### src/rtl/result_dispatcher.sv
// result_dispatcher
//  Return path of the two-slave accelerator: pops one word at a time from the
//  result FIFO and hands it to port 0 or port 1 based on the stored source tag,
//  using a valid/ready handshake. A one-cycle dispatch_cmplt strobe follows the
//  accepted last-of-frame word. An abort flushes the word in flight.
// Optional feature macro: RD_WORD_CNT_EN (adds per-port saturating word counters).
// Ports:
//  clk, rst_n                 clock, async active-low reset
//  i_fifo_empty               result FIFO empty flag
//  o_fifo_rd_en               FIFO pop strobe (data returns one cycle later)
//  i_fifo_rdata/rsrc/rlast    FIFO word, source tag, last-of-frame
//  i_abort                    synchronous flush
//  o_mstrN_valid/data/last    port N word
//  i_mstrN_ready              port N accept
//  o_dispatch_cmplt           one-cycle frame-delivered pulse
//  o_busy                     FSM not in IDLE
//  o_mstrN_cnt                port N delivered words (RD_WORD_CNT_EN only)
module result_dispatcher #(
    parameter int unsigned DW = 32,
    parameter int unsigned CW = 16
) (
    input  logic          clk,
    input  logic          rst_n,
    input  logic          i_fifo_empty,
    output logic          o_fifo_rd_en,
    input  logic [DW-1:0] i_fifo_rdata,
    input  logic          i_fifo_rsrc,
    input  logic          i_fifo_rlast,
    input  logic          i_abort,
    output logic          o_mstr0_valid,
    output logic [DW-1:0] o_mstr0_data,
    output logic          o_mstr0_last,
    input  logic          i_mstr0_ready,
    output logic          o_mstr1_valid,
    output logic [DW-1:0] o_mstr1_data,
    output logic          o_mstr1_last,
    input  logic          i_mstr1_ready,
    output logic          o_dispatch_cmplt,
`ifdef RD_WORD_CNT_EN
    output logic [CW-1:0] o_mstr0_cnt,
    output logic [CW-1:0] o_mstr1_cnt,
`endif
    output logic          o_busy
);

    // Parameter sanity check at elaboration time
    if (DW < 1 || CW < 1) begin : g_param_check
        $error("result_dispatcher: DW and CW must be at least 1");
    end

    typedef enum logic [2:0] {
        IDLE    = 3'd0,
        FETCH   = 3'd1,
        CAPTURE = 3'd2,
        PRESENT = 3'd3,
        CMPLT   = 3'd4
    } state_t;

    typedef struct packed {
        logic [DW-1:0] data;
        logic          src;
        logic          last;
    } word_t;

    state_t r_state;
    state_t w_next_state;
    word_t  r_word;
    word_t  w_word_nxt;
    logic   w_hs;
    logic   w_pres0;
    logic   w_pres1;

    logic          r_rd_en;
    logic          r_m0_valid;
    logic [DW-1:0] r_m0_data;
    logic          r_m0_last;
    logic          r_m1_valid;
    logic [DW-1:0] r_m1_data;
    logic          r_m1_last;
    logic          r_cmplt;
    logic          r_busy;

    // Next-state, word capture and handshake decode; abort overrides everything
    always_comb begin
        w_next_state = r_state;
        w_word_nxt   = r_word;
        w_hs         = 1'b0;
        case (r_state)
            IDLE: begin
                if (!i_fifo_empty) w_next_state = FETCH;
            end
            FETCH: begin
                w_next_state = CAPTURE;
            end
            CAPTURE: begin
                w_word_nxt   = '{data: i_fifo_rdata, src: i_fifo_rsrc, last: i_fifo_rlast};
                w_next_state = PRESENT;
            end
            PRESENT: begin
                // Only the addressed port's ready matters
                w_hs = r_word.src ? i_mstr1_ready : i_mstr0_ready;
                if (w_hs) begin
                    if (r_word.last)        w_next_state = CMPLT;
                    else if (!i_fifo_empty) w_next_state = FETCH;
                    else                    w_next_state = IDLE;
                end
            end
            CMPLT: begin
                w_next_state = IDLE;
            end
            default: begin
                w_next_state = IDLE;
            end
        endcase
        if (i_abort) begin
            w_next_state = IDLE;
            w_word_nxt   = r_word;
            w_hs         = 1'b0;
        end
        w_pres0 = (w_next_state == PRESENT) && !w_word_nxt.src;
        w_pres1 = (w_next_state == PRESENT) &&  w_word_nxt.src;
    end

    // State, captured word and registered outputs (decoded from next state)
    always_ff @(posedge clk or negedge rst_n) begin
        if (!rst_n) begin
            r_state    <= IDLE;
            r_word     <= '0;
            r_rd_en    <= 1'b0;
            r_m0_valid <= 1'b0;
            r_m0_data  <= '0;
            r_m0_last  <= 1'b0;
            r_m1_valid <= 1'b0;
            r_m1_data  <= '0;
            r_m1_last  <= 1'b0;
            r_cmplt    <= 1'b0;
            r_busy     <= 1'b0;
        end else begin
            r_state    <= w_next_state;
            r_word     <= w_word_nxt;
            r_rd_en    <= (w_next_state == FETCH);
            r_m0_valid <= w_pres0;
            r_m0_data  <= w_pres0 ? w_word_nxt.data : '0;
            r_m0_last  <= w_pres0 && w_word_nxt.last;
            r_m1_valid <= w_pres1;
            r_m1_data  <= w_pres1 ? w_word_nxt.data : '0;
            r_m1_last  <= w_pres1 && w_word_nxt.last;
            r_cmplt    <= (w_next_state == CMPLT);
            r_busy     <= (w_next_state != IDLE);
        end
    end

`ifdef RD_WORD_CNT_EN
    logic [CW-1:0] r_cnt0;
    logic [CW-1:0] r_cnt1;

    // Saturating per-port delivered-word counters; only rst_n clears them
    always_ff @(posedge clk or negedge rst_n) begin
        if (!rst_n) begin
            r_cnt0 <= '0;
            r_cnt1 <= '0;
        end else begin
            if (w_hs && !r_word.src && (r_cnt0 != {CW{1'b1}})) r_cnt0 <= r_cnt0 + CW'(1);
            if (w_hs &&  r_word.src && (r_cnt1 != {CW{1'b1}})) r_cnt1 <= r_cnt1 + CW'(1);
        end
    end

    assign o_mstr0_cnt = r_cnt0;
    assign o_mstr1_cnt = r_cnt1;
`endif

    assign o_fifo_rd_en     = r_rd_en;
    assign o_mstr0_valid    = r_m0_valid;
    assign o_mstr0_data     = r_m0_data;
    assign o_mstr0_last     = r_m0_last;
    assign o_mstr1_valid    = r_m1_valid;
    assign o_mstr1_data     = r_m1_data;
    assign o_mstr1_last     = r_m1_last;
    assign o_dispatch_cmplt = r_cmplt;
    assign o_busy           = r_busy;

endmodule

### config.mk
export PLATFORM = sky130hd
export DESIGN_NAME = result_dispatcher
export DESIGN_NICKNAME = d
export VERILOG_FILES = /design/src/rtl/result_dispatcher.sv
export SDC_FILE = /design/constraint.sdc
export NUM_CORES = 1
export LEC_CHECK = 0
export ABC_CLOCK_PERIOD_IN_PS = 4120
export BUFFER_PORTS_ARGS = -buffer_cell sky130_fd_sc_hd__buf_2
export CORE_MARGIN = 5
export CORE_UTILIZATION = 30
export CTS_BUF_LIST = sky130_fd_sc_hd__clkbuf_8
export DETAILED_ROUTE_END_ITERATION = 7
export SLEW_MARGIN = 20
export SYNTH_ARGS = -nofsm -noshare
export SYNTH_HDL_FRONTEND = slang
export SYNTH_SLANG_ARGS = --single-unit
### constraint.sdc
create_clock -name clk -period 4.12 [get_ports clk]
set_input_delay 0.412 -clock clk [delete_from_list [all_inputs] [get_ports clk]]
set_output_delay 0.412 -clock clk [all_outputs]
set_load 0.01 [all_outputs]
; Yosys cells after proc, flatten, opt, wreduce, memory -nomap -nowiden
; Index checks and enable logic that the tools add are counted.
[word_totals]
latchBits = 0
ram_bits = 0
ff_bits = 108
out_inout_bits = 71
memories = 0
wordCells = 37
rom_bits = 0
[classes]
n_reduce_logical = 7
div_mod_pow = 0
n_eq_ne = 6
n_bitwise = 0
n_mux = 11
add_sub_neg = 0
n_mul = 0
shifts = 0
n_lt_le_gt_ge = 0
[op_table]
columns = cell, count
row1 = 34-bit 2-to-1 mux, 2
row2 = 32-bit 2-to-1 mux, 2
row3 = 3-bit 2-to-1 mux, 4
row4 = 3-bit one-hot mux with 4 select lines, 1
row5 = 3-bit by 2-bit equality test with 1-bit output (second input constant), 3
row6 = 3-bit by 1-bit equality test with 1-bit output (second input constant), 2
row7 = 1-bit logical AND, 4
row8 = 3-bit equality test (second input constant), 1
row9 = 3-bit zero test, 1
row10 = 3-bit nonzero test, 1
row11 = 1-bit 2-to-1 mux, 2
row12 = 1-bit zero test, 1

; Longest topological paths before layout
[depth]
depth_word = 8
ltp_mapped = 7
ltp_nobuf = 5

; Worst setup path before layout
; OpenSTA, ideal clock, no wires.
[synth_path]
kind = register to register
startpoint = register r_state[2]
endpoint = register r_m1_data[10], in the netlist o_mstr1_data[10]
setup_time_ps = 126
period_less_slack_ps = 1755
path_stages_with_launch = 8
n_path_buf = 2
arrival_ps = 1628
slack_ps = 2365
cell_sequence = dfrtp_1 -> nor4b_2 -> buf_4 -> mux2i_1 -> inv_1 -> nand4_4 -> buf_6 -> nor2_1
[synth_rtl]
columns = element, line_no
row1 = from (decl), 65  ; state_t r_state;
row2 = from (signal assigned), 139  ; r_state <= w_next_state;
row3 = to (signal assigned), 146  ; r_m1_data <= w_pres1 ? w_word_nxt.data : '0;
row4 = to (decl), 78  ; logic [DW-1:0] r_m1_data;

; Worst setup path in the final report
[layout_path]
startpoint = register r_state[0]
endpoint = register r_m0_data[15], in the netlist o_mstr0_data[15]
[layout_between]
elab_chain_len = 6
elab_cells_between_ends = 14
cone_classes = 4 x eq/ne / 7 x mux / 3 x reduce/logical
[layout_lines]
columns = element, line_no
row1 = 3-bit by 2-bit equality test with 1-bit output (tied with other cells), --
row2 = 3-bit one-hot mux with 4 select lines *, 88  ; case (r_state)
row3 = 3-bit 2-to-1 mux *, 115  ; if (i_abort) begin
row4 = net w_next_state[1], 66  ; state_t w_next_state;
row5 = 3-bit by 2-bit equality test with 1-bit output *, 120  ; w_pres0 = (w_next_state == PRESENT) && !w_word_nxt.src;
row6 = 1-bit logical AND *, 120
row7 = 32-bit 2-to-1 mux *, 143  ; r_m0_data <= w_pres0 ? w_word_nxt.data : '0;
row8 = to (signal assigned), 143
row9 = to (decl), 75  ; logic [DW-1:0] r_m0_data;
; Mark *: on every way through the listed nets, which the timed path passes. The rest lies on a longest branch.

==> run summary <==
The flow ran to the end, and the final reports show no timing, DRC or antenna violations. During placement, the flow inserted port buffers numbering 110. For the largest buffer count on any clock path, the log shows 2. The floorplan step set the die height to 121 um.

Violation count after the first detailed-route iteration: 99. The final hold slack came out at 180 ps. The library cell used most frequently in the layout, excluding fill and tap cells, is buf_2.

Before CTS, the worst setup slack after placement is 1780 ps. Entering global routing, the biggest net connects 78 pins. TritonCTS built the clock tree. The fmax is 445 MHz. The filler cells instantiated in the layout total 1188. The detailed-router iteration count before antenna repair is 4, and the combined area of all synthesized cells is 3700 um2. The run gives 73.1% as the sequential element share of the synthesized area. Kind of start point of the critical path: a flop.

Max-cap violations in this run came to 0. Buffers inserted to repair hold after CTS numbered 0. The wire-length estimate of the detail-placed layout is 4920 um.

Dividing the detail-routed wire length by the instance count gives 13.1 um. The path type of the worst setup path is flop to flop. The ratio of cells with drive above 1 in the final layout works out to 33.6%. The run gives 2.56 nW as the total leakage power. The H-tree was split into 3 levels.

The global-route track usage on met1 came out at 13.2%. The total buffers and inverters traversed by the critical path is 0. For the number of cells after detailed placement, the log shows 542. The worst pin sits at a relative slew slack of 37.4%. The total overflow reported by the global router is 0, and the number of global-route vias before repair is 2372. The detail route stage leaves a number of antenna-violating nets equal to 0.

Counting distinct cell types in the post-synthesis netlist gives 21. In the global route stage, met3 resource usage came out at 4.10%. The number of clock buffers added by TritonCTS is 9. The top fanout value on the critical path came out at 34.

The sink count of the clock tree is 108. The largest total area in the synthesized netlist belongs to dfrtp_1. Global routing consumed, on the met2 layer, 16.6% of the routing resources.

The post-CTS setup buffer count was 0; the full die area was 14600 um2. The number of nets handed over by synthesis was 312. After clock tree synthesis, the clock-pin slew on the worst setup and hold paths is 90 ps. Kind of end point of the critical path: a flop. The gate count after technology mapping came out at 272. The floorplan core area was 12100 um2; the average via count per standard cell was 3.96. The power per cell area is 500 nW/um2. A synthesized cell averages 13.6 um2. The number of antenna violations at the first check in global routing was 0; the required time of the critical path was 4390 ps. For this design, the slowest cell found on the critical path is nand4_4.

In the layout the commonest cells are buf_2, dfrtp_1, nor2_1. The register cell area after layout came out at 2700 um2. The signal on the critical path passes through and2_1 > a2111oi_4 > nand4_4 > nor2_1. The time the worst path needs with I/O delays and setup works out to 2250 ps. On the worst path, the slowest cell contributes a delay of 600 ps. For the pin with the worst max-slew slack, the measured transition is 939 ps. The max-slew violation count is 0, and the first-pass GRT wire length is 12100 um. Setup repair after global routing left no endpoint under its margin. The run gives 1870 ps as the post-layout worst setup margin. The repair_antennas step left the layout with diodes totalling 0.

In this run the worst hold path is classified as input port to async pin. The final layout contains routed wiring with a total length of 7330 um. Final setup violation count: 0. The maximum vdd drop was 0.000213 V; the area of the multi-input gates was 778 um2. The register bit total from synthesis is 108, and the setup clock skew after layout is 7.87 ps. The die width came out at 121 um. The top-area cell type share of the netlist area is 73.1%. In this run the count of I/O pins placed on the die edge is 111. The root buffer cell is clkbuf_8.

The logs give 2212 for the overall via count from detail_route and 0 for the final number of hold-violating endpoints. In this run the most used layer during global routing was met2. The insertion delay of the later-clocked pin in the worst-skew pair came out at 360 ps.

The logs give 30.7% for the effective utilization at floorplan and 0 for the final routed DRC violation total. The floorplan has 40 rows. After clock tree synthesis, the repair step resized 0 gates.

The final net count is 425. Among cell families on the critical path, the largest total delay comes from simple AND/OR/NAND/NOR gates. The count of non-filler cells in the finished layout is 558. The global placer's final weighted congestion was 0.691. Yosys attributes the largest share of cell area to dfrtp_1, mux2i_1, nor2_1, inv_1, buf_6.

The total negative setup slack came out at 0 ps. In the global route stage, overall resource usage came out at 10.7%. The data arrival time of the critical path was 2520 ps; the count of warnings emitted by yosys was 0.

The layout-stage area growth over the synthesis result works out to 23.9%. The final clock period utilization by the worst path came out at 54.5%.
final timing paths:
kind	startpoint	end	slack, ps	cells after the start
worst min register to register	r_word[11]	r_word[11]	510	2
max in group asynchronous	rst_n	o_mstr1_data[2]	2950	2
worst min-delay path	rst_n	r_word[14]	180	1
worst max register to register	r_state[0]	o_mstr0_data[15]	1870	4
worst max-delay path	r_state[0]	o_mstr0_data[15]	1870	4
min in group clk	i_fifo_rdata[25]	r_word[27]	300	3
metal layers:
metal / share of wire [%] / vias to the layer above
li1: - / 1061
met1: 43 / 1069
met2: 47 / 71
met3: 7.8 / 11
met4: 2.1 / 0
met5: 0 / -
sequential cells by signal (all words and copies together), names as in the netlist:
name and count:
o_mstr0_last 1, o_mstr0_data 32, r_state 3, o_fifo_rd_en 1, r_word 34, o_mstr1_data 32, o_dispatch_cmplt 1, o_mstr0_valid 1
o_mstr1_last 1, o_busy 1, o_mstr1_valid 1
cell usage after synthesis:
| cell | n |
|---|---|
| a2111oi_4 | 1 |
| and2_1 | 1 |
| and3_1 | 1 |
| and3b_1 | 1 |
| buf_2 | 3 |
| buf_4 | 1 |
| buf_6 | 6 |
| dfrtp_1 | 108 |
| inv_1 | 36 |
| mux2_4 | 1 |
| mux2i_1 | 34 |
| nand3_1 | 1 |
| nand3b_1 | 1 |
| nand4_4 | 2 |
| nor2_1 | 67 |
| nor2_2 | 2 |
| nor3_1 | 2 |
| nor4b_2 | 1 |
| o211ai_1 | 1 |
| o21a_1 | 1 |
| or3_1 | 1 |
cells by family (layout without fill, tap and decap cells):
logic type,Yosys count,after routing,share of synthesized area (%)
compound gates,3,3,1.15
mux,35,35,9.61
buf+inv,46,164,6.09
flops,108,108,73.1
simple gates,80,80,10.1
through the flow:
stage          power [mW]  area [um2]  util, %
2_1_floorplan        1.57        3700        -
3_3_place_gp         1.69        4390     36.4
3_5_place_dp         1.71        4390     36.4
4_1_cts              2.33        4580     38.0
5_1_grt              2.45        4580     38.0
6_report             2.29        4580     38.0
power by group:
group          switching [mW]  leakage [nW]  total (mW)  internal, mW
sequential             0.0526          1.43        1.29          1.23
clock                   0.338         0.105       0.614         0.275
combinational           0.252          1.03       0.388         0.136
total                   0.643          2.56        2.29          1.65
final cells by class:
class,count,share of cell area (%)
Sequential cell,108,59.0
Multi-Input combinational cell,118,17.0
Timing Repair Buffer,112,12.4
Tap cell,168,4.59
Inverter,36,2.95
Clock buffer,9,2.70
Clock inverter,7,1.34
(Power assumes the default switching activity.)
